$ cat src/rtl/mips_defs_pkg.sv
// mips_defs: shared state/opcode/aluop encodings for the multicycle MIPS control path.
// Macro MAINCTL_ILLEGAL_TRAP_EN adds the HALT state for unrecognised opcodes.
package mips_defs;

    typedef enum logic [3:0] {
        FETCH1  = 4'd0,
        FETCH2  = 4'd1,
        FETCH3  = 4'd2,
        FETCH4  = 4'd3,
        DECODE  = 4'd4,
        MEMADR  = 4'd5,
        LBRD    = 4'd6,
        LBWR    = 4'd7,
        SBWR    = 4'd8,
        RTYPEEX = 4'd9,
        RTYPEWR = 4'd10,
        BEQEX   = 4'd11,
        JEX     = 4'd12,
        ADDIEX  = 4'd13,
        ADDIWR  = 4'd14
`ifdef MAINCTL_ILLEGAL_TRAP_EN
        ,
        HALT    = 4'd15
`endif
    } state_t;

    localparam logic [5:0] OP_LB    = 6'b100000;
    localparam logic [5:0] OP_SB    = 6'b101000;
    localparam logic [5:0] OP_RTYPE = 6'b000000;
    localparam logic [5:0] OP_BEQ   = 6'b000100;
    localparam logic [5:0] OP_J     = 6'b000010;
    localparam logic [5:0] OP_ADDI  = 6'b001000;

    localparam logic [1:0] ALUOP_ADD   = 2'b00;
    localparam logic [1:0] ALUOP_SUB   = 2'b01;
    localparam logic [1:0] ALUOP_FUNCT = 2'b10;

endpackage

$ cat src/rtl/main_controller.sv
// main_controller: Moore control FSM sequencing byte-wise fetch, decode, execute, memory, writeback.
// Ports: clk, rst_n (async active-low); op, zero in; memory strobes, iord, irwrite, pcen,
// pcsource, alusrca/b, aluop, regwrite, regdst, memtoreg out; halted out with MAINCTL_ILLEGAL_TRAP_EN.
module main_controller
    import mips_defs::*;
(
    input  logic       clk,
    input  logic       rst_n,
    input  logic [5:0] op,
    input  logic       zero,
    output logic       memread,
    output logic       memwrite,
    output logic       iord,
    output logic [3:0] irwrite,
    output logic       pcen,
    output logic [1:0] pcsource,
    output logic       alusrca,
    output logic [1:0] alusrcb,
    output logic [1:0] aluop,
    output logic       regwrite,
    output logic       regdst,
    output logic       memtoreg
`ifdef MAINCTL_ILLEGAL_TRAP_EN
    ,
    output logic       halted
`endif
);

`ifdef MAINCTL_ILLEGAL_TRAP_EN
    localparam state_t BAD_OP_NEXT = HALT;
`else
    localparam state_t BAD_OP_NEXT = FETCH1;
`endif

    state_t     state, next;
    logic       pcwrite, pcwritecond, mw, rw;
    logic [3:0] irw;

    always_ff @(posedge clk or negedge rst_n) begin
        if (!rst_n) state <= FETCH1;
        else        state <= next;
    end

    always_comb begin
        next = FETCH1;
        case (state)
            FETCH1:  next = FETCH2;
            FETCH2:  next = FETCH3;
            FETCH3:  next = FETCH4;
            FETCH4:  next = DECODE;
            DECODE:  next = (op == OP_LB || op == OP_SB) ? MEMADR  :
                            (op == OP_RTYPE)             ? RTYPEEX :
                            (op == OP_BEQ)               ? BEQEX   :
                            (op == OP_J)                 ? JEX     :
                            (op == OP_ADDI)              ? ADDIEX  : BAD_OP_NEXT;
            MEMADR:  next = (op == OP_LB) ? LBRD : SBWR;
            LBRD:    next = LBWR;
            RTYPEEX: next = RTYPEWR;
            ADDIEX:  next = ADDIWR;
`ifdef MAINCTL_ILLEGAL_TRAP_EN
            HALT:    next = HALT;
`endif
            default: next = FETCH1;
        endcase
    end

    always_comb begin
        memread     = 1'b0;
        mw          = 1'b0;
        iord        = 1'b0;
        irw         = 4'b0000;
        pcwrite     = 1'b0;
        pcwritecond = 1'b0;
        pcsource    = 2'b00;
        alusrca     = 1'b0;
        alusrcb     = 2'b00;
        aluop       = ALUOP_ADD;
        rw          = 1'b0;
        regdst      = 1'b0;
        memtoreg    = 1'b0;
        case (state)
            FETCH1, FETCH2, FETCH3, FETCH4: begin
                memread = 1'b1;
                irw     = 4'b0001 << state[1:0];
                alusrcb = 2'b01;
                pcwrite = 1'b1;
            end
            DECODE:  alusrcb = 2'b11;
            MEMADR, ADDIEX: begin
                alusrca = 1'b1;
                alusrcb = 2'b10;
            end
            LBRD: begin
                memread = 1'b1;
                iord    = 1'b1;
            end
            LBWR: begin
                rw       = 1'b1;
                memtoreg = 1'b1;
            end
            SBWR: begin
                mw   = 1'b1;
                iord = 1'b1;
            end
            RTYPEEX: begin
                alusrca = 1'b1;
                aluop   = ALUOP_FUNCT;
            end
            RTYPEWR: begin
                rw     = 1'b1;
                regdst = 1'b1;
            end
            BEQEX: begin
                alusrca     = 1'b1;
                aluop       = ALUOP_SUB;
                pcwritecond = 1'b1;
                pcsource    = 2'b01;
            end
            JEX: begin
                pcwrite  = 1'b1;
                pcsource = 2'b10;
            end
            ADDIWR:  rw = 1'b1;
            default: ;
        endcase
    end

    // State-changing strobes are held off while reset is low so an abandoned
    // instruction cannot commit anything during the reset window.
    assign pcen     = rst_n & (pcwrite | (pcwritecond & zero));
    assign irwrite  = rst_n ? irw : 4'b0000;
    assign regwrite = rst_n & rw;
    assign memwrite = rst_n & mw;

`ifdef MAINCTL_ILLEGAL_TRAP_EN
    assign halted = (state == HALT);
`endif

endmodule

$ cat config.mk
export PLATFORM = sky130hd
export DESIGN_NAME = main_controller
export DESIGN_NICKNAME = d
export VERILOG_FILES = /design/src/rtl/mips_defs_pkg.sv /design/src/rtl/main_controller.sv
export SDC_FILE = /design/constraint.sdc
export NUM_CORES = 1
export LEC_CHECK = 0
export ABC_AREA = 1
export BUFFER_PORTS_ARGS = -buffer_cell sky130_fd_sc_hd__buf_4
export CORE_MARGIN = 2
export CORE_UTILIZATION = 33
export CTS_CLUSTER_SIZE = 16
export DETAILED_ROUTE_END_ITERATION = 8
export GPL_ROUTABILITY_DRIVEN = 0
export GPL_TIMING_DRIVEN = 0
export HOLD_SLACK_MARGIN = 0.1
export SLEW_MARGIN = 20
export SYNTH_ARGS = -nofsm -noshare
export SYNTH_HDL_FRONTEND = slang
export SYNTH_SLANG_ARGS = --single-unit
$ cat constraint.sdc
create_clock -name clk -period 2.3 [get_ports clk]
set_input_delay 0.23 -clock clk [delete_from_list [all_inputs] [get_ports clk]]
set_output_delay 0.23 -clock clk [all_outputs]
set_load 0.005 [all_outputs]
Yosys cells after proc, flatten, opt, wreduce, memory -nomap -nowiden
Cells that the tools add are included.
W data, S select, Z words.
- equality and inequality tests: 19
- shift operators: 1
- mux-type cells: 21
- bitwise gates (word level): 5
- reductions and logical operators: 10
- operators with widths (cell ; number):
    $pmux W4 S9 ; 1
    $mux W4 ; 8
    $eq A4 B4 Y1 const B ; 7
    $eq A4 B3 Y1 const B ; 4
    $eq A6 B6 Y1 const B ; 2
    $reduce_or A5 Y1 ; 2
    $mux W1 ; 9
    $eq A4 B2 Y1 const B ; 2
    $pmux W2 S2 ; 2
    $reduce_or A4 Y1 ; 2
    $eq A6 B2 Y1 const B ; 1
    $eq A6 B3 Y1 const B ; 1
    $eq A6 B4 Y1 const B ; 1
    $logic_not A6 Y1 ; 1
    $pmux W2 S3 ; 1
    $and A1 B1 Y1 ; 4
    $eq A4 B1 Y1 const B ; 1
    $logic_not A4 Y1 ; 1
    $reduce_or A2 Y1 ; 2
    $shl A1 B2 Y4 const A ; 1
    $reduce_or A3 Y1 ; 1
    $logic_or A1 B1 Y1 ; 1
    $or A1 B1 Y1 ; 1
- register bits: 4
- output and inout port bits: 18
- word-level logic and storage cells: 57

Depth between registers and ports, before layout
Gate-level depths: netlist of the first run.
- depth after elaboration: 7
- gate-level depth with buffers: 8
- gate-level depth less buffers: 7

Least setup slack after synthesis of the first run
OpenSTA, ideal clock, no wires.
- path type: reg-to-output
- start: register state[2]
- end: output port pcen
- arrival: 977 ps
- setup slack: 1093 ps
- cell stages (with the launch flop): 7
- buffers on the path: 1
- cells stage by stage: dfrtp_1 -> buf_6 -> inv_2 -> nand2_1 -> nor2_2 -> nand2_1 -> a31oi_1
- cells in the longest elaborated chain, start to end: 5
- elaborated cells on any way between the ends: 12
- those cells by class: eq/ne: 5; mux: 2; bitwise: 3; reduce/logical: 2
- RTL lines (item ; line ; RTL):
    start, declared ; main_controller.sv:35 ; state_t state, next;
    start signal, assigned ; main_controller.sv:41 ; else state <= next;
    $eq A4 B2 Y1, or another cell as far along ; main_controller.sv:81 ; case (state)
    $reduce_or A5 Y1 (no line) or $mux W1 (tied branches) ; -- ;
    $mux W1 or $and A1 B1 Y1 (tied branches) ; main_controller.sv:81, main_controller.sv:130 ;
    $or A1 B1 Y1 * ; main_controller.sv:130 ; assign pcen = rst_n & (pcwrite | (pcwritecond & zero));
    $and A1 B1 Y1 * ; main_controller.sv:130 ;
    end, declared ; main_controller.sv:15 ; output logic pcen,
Mark *: on every way between the ends. The rest lies on a longest branch, timed or not.

Final worst setup path of the first run
- start: input port rst_n
- end: output port irwrite[2]
- cells in the longest elaborated chain, start to end: 1
- RTL lines (item ; line ; RTL):
    start, declared ; main_controller.sv:8 ; input logic rst_n,
    $mux W4 ; main_controller.sv:131 ; assign irwrite = rst_n ? irw : 4'b0000;
    end, declared ; main_controller.sv:14 ; output logic [3:0] irwrite,
Every way passes these cells.

==> results of run 1 <==
## kinds of logic after synthesis
kind of cell,after synthesis,synth area share [%]
AOI/OAI and AO/OA,8,8.31
buffers and inverters,18,17.6
and+or+nand+nor,59,55.1
DFF,4,19.0
## per-stage QoR
step / cells / utilization (%) / setup slack [ns] / hold slack (ns)
floorplan: 89 / - / 1.09 / -0.0656
global placement: 131 / 49.3 / 0.950 / 0.0299
detailed placement: 131 / 49.3 / 0.917 / 0.0309
CTS: 135 / 51.4 / 0.658 / 0.324
global route: 135 / 51.4 / 0.553 / 0.329
finish: 135 / 51.4 / 0.652 / 0.330
## per-layer routing
metal	share of wire, %	vias up	GRT usage, %	wire (um)
li1	-	347	-	-
met1	44	303	22.0	612
met2	52	17	25.9	725
met3	4.5	0	0	63
met4	0	0	9.09	0
met5	0	-	0	0
## layout by cell type (no fill, tap or decap), types with 3 or more instances in the layout
cell / instances
sky130_fd_sc_hd__buf_4: 28
sky130_fd_sc_hd__inv_1: 9
sky130_fd_sc_hd__clkbuf_4: 3
sky130_fd_sc_hd__nor2_1: 14
sky130_fd_sc_hd__nand2_1: 18
sky130_fd_sc_hd__a21oi_1: 3
sky130_fd_sc_hd__nand3_1: 13
sky130_fd_sc_hd__nor2_2: 4
sky130_fd_sc_hd__o21ai_0: 3
sky130_fd_sc_hd__dfrtp_1: 4
sky130_fd_sc_hd__inv_2: 4
## report_power, final
| part | internal, mW | switching (mW) | total [mW] |
|---|---|---|---|
| logic | 0.241 | 0.320 | 0.561 |
| clock network | 0.0583 | 0.0283 | 0.0866 |
| registers | 0.101 | 0.0207 | 0.122 |
| total | 0.400 | 0.369 | 0.769 |
## worst register-to-register path: stages, from the launching register on
cell                      delay [ns]
sky130_fd_sc_hd__dfrtp_1        0.45
sky130_fd_sc_hd__inv_4          0.14
sky130_fd_sc_hd__nand2_4        0.09
sky130_fd_sc_hd__nor3_4         0.22
sky130_fd_sc_hd__nand2_1        0.08
sky130_fd_sc_hd__nand3_1        0.09
## worst max-delay path by stage
stage,startpoint,endpoint,cells after the start
2_1_floorplan,state[2],pcen,6
3_3_place_gp,state[2],pcen,7
3_5_place_dp,state[2],pcen,7
4_1_cts,rst_n,irwrite[2],5
5_1_grt,state[2],pcen,7
6_report,rst_n,irwrite[2],5
## cell type report
type | instances | area share [%]
Tap cell | 16 | 2.58
Buffer | 4 | 4.85
Multi-Input combinational cell | 67 | 43.1
Inverter | 14 | 7.11
Timing Repair Buffer | 27 | 26.5
Sequential cell | 4 | 12.9
Clock buffer | 3 | 2.91
## timing repair
action / 4_1_cts / 5_1_grt
hold endpoints to repair: 4 / 0
gates resized for setup: 0 / 0
hold buffers: 1 / 0
==> flow_summary.ini, run 1 <==
[run_status]
outcome = complete, no violations

[final_layout]
fin_nets = 130
finalInstanceArea_sq_um = 774
layout-drive-gt1-share_pct = 39.5
area.sequential_sq_um = 100
largest_reg_flops = 4
antenna-diode-count = 0
nFillCells = 162
multi_input_comb_area_sq_um = 334
layout_top_registers = state: 4 flops
largest_register = state
layout-area-overhead-vs-synth_pct = 47.0

[logic_synthesis]
synth_cell_type_count = 20
synth.most_common_cell = sky130_fd_sc_hd__nand2_1
synth_ff_type = sky130_fd_sc_hd__dfrtp_1
synth_top_cell_area_share_pct = 19.0
postSynthAreaPerCell_sq_um = 5.92
synth_async_sr_flop_share_pct = 100
synth_cells = 89
synth.largest_area_cell = sky130_fd_sc_hd__dfrtp_1
synth-warning-count = 0
netlist_top_cells_area = sky130_fd_sc_hd__dfrtp_1 19%, sky130_fd_sc_hd__nand2_1 13%, sky130_fd_sc_hd__nand3_1 12%
synth_nets = 98
synth-edff-count = 0
fraction_of_the_yosys_area_taken_by_sequential_cells_pct = 19.0
postSynthRegisterBits = 4
synth_top_cells_by_count = 18 x sky130_fd_sc_hd__nand2_1, 14 x sky130_fd_sc_hd__nor2_1, 13 x sky130_fd_sc_hd__nand3_1
netlist_area_sq_um = 527

[detailed_routing]
drt_iter0_markers = 12
routedWlPerCell_um = 10.4
first_pass_iters = 4
post-route-drc-count = 0
detailroute.via_count = 667
postRouteAntennaNets = 0
vias_per_std_cell = 4.94
routed_wirelength_um = 1400

[timing]
tightestPinTransition_ns = 0.251
clock.fmax_ghz = 0.607
period_minus_slack_ns = 1.65
period_share_pct = 71.7
setup_viol_count_final = 0
clock_skew_ns = 0.00296
setup-tns-final_ns = 0
maxSlewViolCount = 0
worst_slew_margin_rel_pct = 83.2
grt_setup_unrepaired = false
hold_viol_final = 0

[power_and_ir_drop]
total_leakage_power_nw = 0.434
power.total_uw = 769
cellPowerDensity_mw_per_mm2 = 993
power.ir.vdd_worst_uv = 419

[cts]
cts_clock_pin_slew_for_the_worst_setup_and_hold_paths_ns = 0.04
clock_tree.htree_level_count = 1
cts_tree = done
cts.repair_timing.setup_buffer_count = 0
cts_buffer_depth = 2
clock_sink_count = 4
insertion_delay_ns = 0.23
clock_tree.root_cell = sky130_fd_sc_hd__clkbuf_4
cts_buffers = 3

[floorplan]
ports_placed_on_the_boundary = 27
floorplan.die.height_um = 44.0
die_area_sq_mm = 0.00193
die_width_um = 44.0
core_sq_mm = 0.00151
core.rowCount = 14
floorplan.initialDensity_pct = 35.0

[worst_setup_path]
regToRegSetupSlack_ns = 1.17
crit_path_end_kind = output port
timing.critical_path.slowest_stage_cell = sky130_fd_sc_hd__dlygate4sd3_1
worst_r2r_src = state[3]
timing.critical_path.cells = dlygate4sd3_1, buf_4, inv_1, nor4_1, buf_4
crit_buf_inv = 4
worstPathArrival_ns = 1.42
critPathKind = in -> out
start_kind = input pin
cp_top_family = buffers and inverters
worstRegToRegCells = 5
critPathRequiredTime_ns = 2.07
worst_r2r_endpoint = state[1]
cp_slowest_stage_delay_ns = 0.53
path_common_cell = sky130_fd_sc_hd__buf_4
crit_path_max_fanout = 7

[global_routing]
grt_pass1_wl_um = 2370
initial_antenna_violation_count = 0
grt_use_total_pct = 16.2
first_global_vias = 598
grt_max_degree = 9
grt.overflow.total = 0

[job]
timing.max_cap.violations = 0

[place]
post-dp-hpwl_um = 1160
place_area_sq_um = 742
port-buffer-count = 26

[hold_path]
worstHoldPathType = in -> async
No activity file was read; power rests on OpenSTA's default activity.
==> run 2, diff against run 1 <==
==> constraint.sdc (replaced) <==
create_clock -name clk -period 1.62 [get_ports clk]
set_input_delay 0.162 -clock clk [delete_from_list [all_inputs] [get_ports clk]]
set_output_delay 0.162 -clock clk [all_outputs]
set_load 0.005 [all_outputs]
==> run 2 against run 1 <==
Design area grew 4.8%. Register-to-register slack lost 0.74 ns. Global-route usage is the same. Via count grew 0.60%. Clock skew shrank 0.0014 ns. Critical path depth grew 1. Die area is the same. Largest cell class unchanged. Highest routed layer unchanged.
==> flow_summary.ini, run 2 (synthesis gave the netlist of run 1 again) <==
[run_status]
outcome = complete, no violations

[timing]
maxSlewViolCount = 0
period_share_pct = 93.4
setup_viol_count_final = 0
clock.fmax_ghz = 0.661
post-route-worst-setup-slack_ns = 0.106
hold_viol_final = 0
period_minus_slack_ns = 1.51
tightestPinTransition_ns = 0.250
clock_skew_ns = 0.00155
worst_slew_margin_rel_pct = 83.2

[worst_setup_path]
cp_slowest_stage_delay_ns = 0.45
crit_path_max_fanout = 6
timing.critical_path.cells = inv_4, nand2_4, nor3_4, inv_2, nand2_1, buf_4
start_kind = flop
critPathRequiredTime_ns = 1.46
critPathKind = reg -> out
timing.critical_path.slowest_stage_cell = sky130_fd_sc_hd__dfrtp_1
worstRegToRegCells = 8
crit_path_end_kind = output port
worstPathArrival_ns = 1.35

[place]
port-buffer-count = 26
placement.setup.worst_slack_ns = 0.305
post-place-cells = 131
post-dp-hpwl_um = 1160

[cts]
clock_sink_count = 4
cts_tree = done
cts_buffer_depth = 2
cts_clock_pin_slew_for_the_worst_setup_and_hold_paths_ns = 0.04
cts_buffers = 3
clock_tree.htree_level_count = 1
clock_tree.root_cell = sky130_fd_sc_hd__clkbuf_4
insertion_delay_ns = 0.23

[power_and_ir_drop]
power_frac_seq_pct = 15.0
power.ir.vdd_worst_uv = 572
share_clk_of_total_power_pct = 10.7
power.share.switching_pct = 47.4
power.net_switching_uw = 544
p_int_uw = 605
cellPowerDensity_mw_per_mm2 = 1420
p_comb_share_pct = 74.3
total_leakage_power_nw = 0.449

[floorplan]
core_sq_mm = 0.00151
core.rowCount = 14
floorplan.initialDensity_pct = 35.0
ports_placed_on_the_boundary = 27
die_width_um = 44.0
die_area_sq_mm = 0.00193
floorplan.die.height_um = 44.0

[final_layout]
final_common_cell = sky130_fd_sc_hd__buf_4
layout-drive-gt1-share_pct = 41.3
mostFrequentLayoutCells = 29 x sky130_fd_sc_hd__buf_4, 17 x sky130_fd_sc_hd__nand2_1, 14 x sky130_fd_sc_hd__nor2_1
multi_input_comb_area_sq_um = 342
layout_top_registers = state: 4 flops
final_cells = 137
largest_register = state
nFillCells = 153
area.sequential_sq_um = 100
fin_nets = 132
layout-area-overhead-vs-synth_pct = 54.2
largest_reg_flops = 4
antenna-diode-count = 0

[global_routing]
grt_pass1_wl_um = 2370
initial_antenna_violation_count = 0
grt.overflow.total = 0
grt_max_degree = 9
grt_use_total_pct = 16.2
first_global_vias = 598

[detailed_routing]
routed_wirelength_um = 1410
postRouteAntennaNets = 0
vias_per_std_cell = 4.90
detailroute.via_count = 671
drt_iter0_markers = 16
post-route-drc-count = 0
first_pass_iters = 4
routedWlPerCell_um = 10.3

[hold_path]
worstHoldPathType = in -> async

[job]
timing.max_cap.violations = 0
==> run 2: cell count changes in the layout (fill, tap and decap cells not counted), sizes merged <==
cell | before | now
buf | 30 | 32
==> run 2: power groups by stage <==
stage	combinational (mW)	clock [mW]	sequential, mW
final	0.854	0.123	0.172
after global routing	0.949	0.135	0.179
after CTS	0.803	0.130	0.171
after detailed placement	0.798	0	0.172
after global placement	0.799	0	0.172
after floorplan	0.526	0	0.167
==> run 2: per-layer routing <==
layer  global-route usage, %  vias up  routed length, um
li1                        -      349                  -
met4                    9.09        0                  0
met5                       0        -                  0
met3                       0        0                 67
met1                    22.0      303                613
met2                    25.9       19                730
==> run 2: layout make-up <==
class,instances,share of cell area [%]
multi-input cells,67,42.1
repair buffers,29,28.7
inverters,14,7.09
well taps,16,2.47
clock buffers,3,2.77
plain buffers,4,4.62
flip-flops and latches,4,12.3
==> run 2: path summary, 6_finish.rpt <==
path                            startpoint          to  slack, ns
worst max register to register    state[2]    state[2]       0.43
max in group asynchronous            rst_n    state[2]       1.25
worst max-delay path              state[3]  alusrcb[0]       0.11
worst min-delay path                 rst_n    state[3]       0.26
worst min register to register    state[1]    state[0]       0.65
min in group clk                     op[0]    state[2]       0.33
==> run 2: worst max-delay path, delay by kind of cell (launching register included) <==
kind	cells	cell delay [ns]
flops	1	0.45
simple gates	3	0.37
buf+inv	3	0.31
==> run 2: repair_timing <==
item / 4_1_cts / 5_1_grt
hold buffers: 1 / 0
gates resized for setup: 0 / 3
endpoints found under the hold margin: 4 / 0
setup buffers: 0 / 2
setup endpoints to repair: 0 / 1
==> run 2: per-stage QoR <==
step           total power, mW  utilization, %  hold slack, ns  TNS [ns]  cell area, sq um
6_report                  1.15            53.9           0.264         0               812
5_1_grt                   1.26            53.9           0.261  -0.00571               812
4_1_cts                   1.10            51.4           0.256         0               774
3_5_place_dp             0.971            49.3         -0.0371         0               742
3_3_place_gp             0.972            49.3         -0.0381         0               742
2_1_floorplan            0.694               -          -0.134         0               527
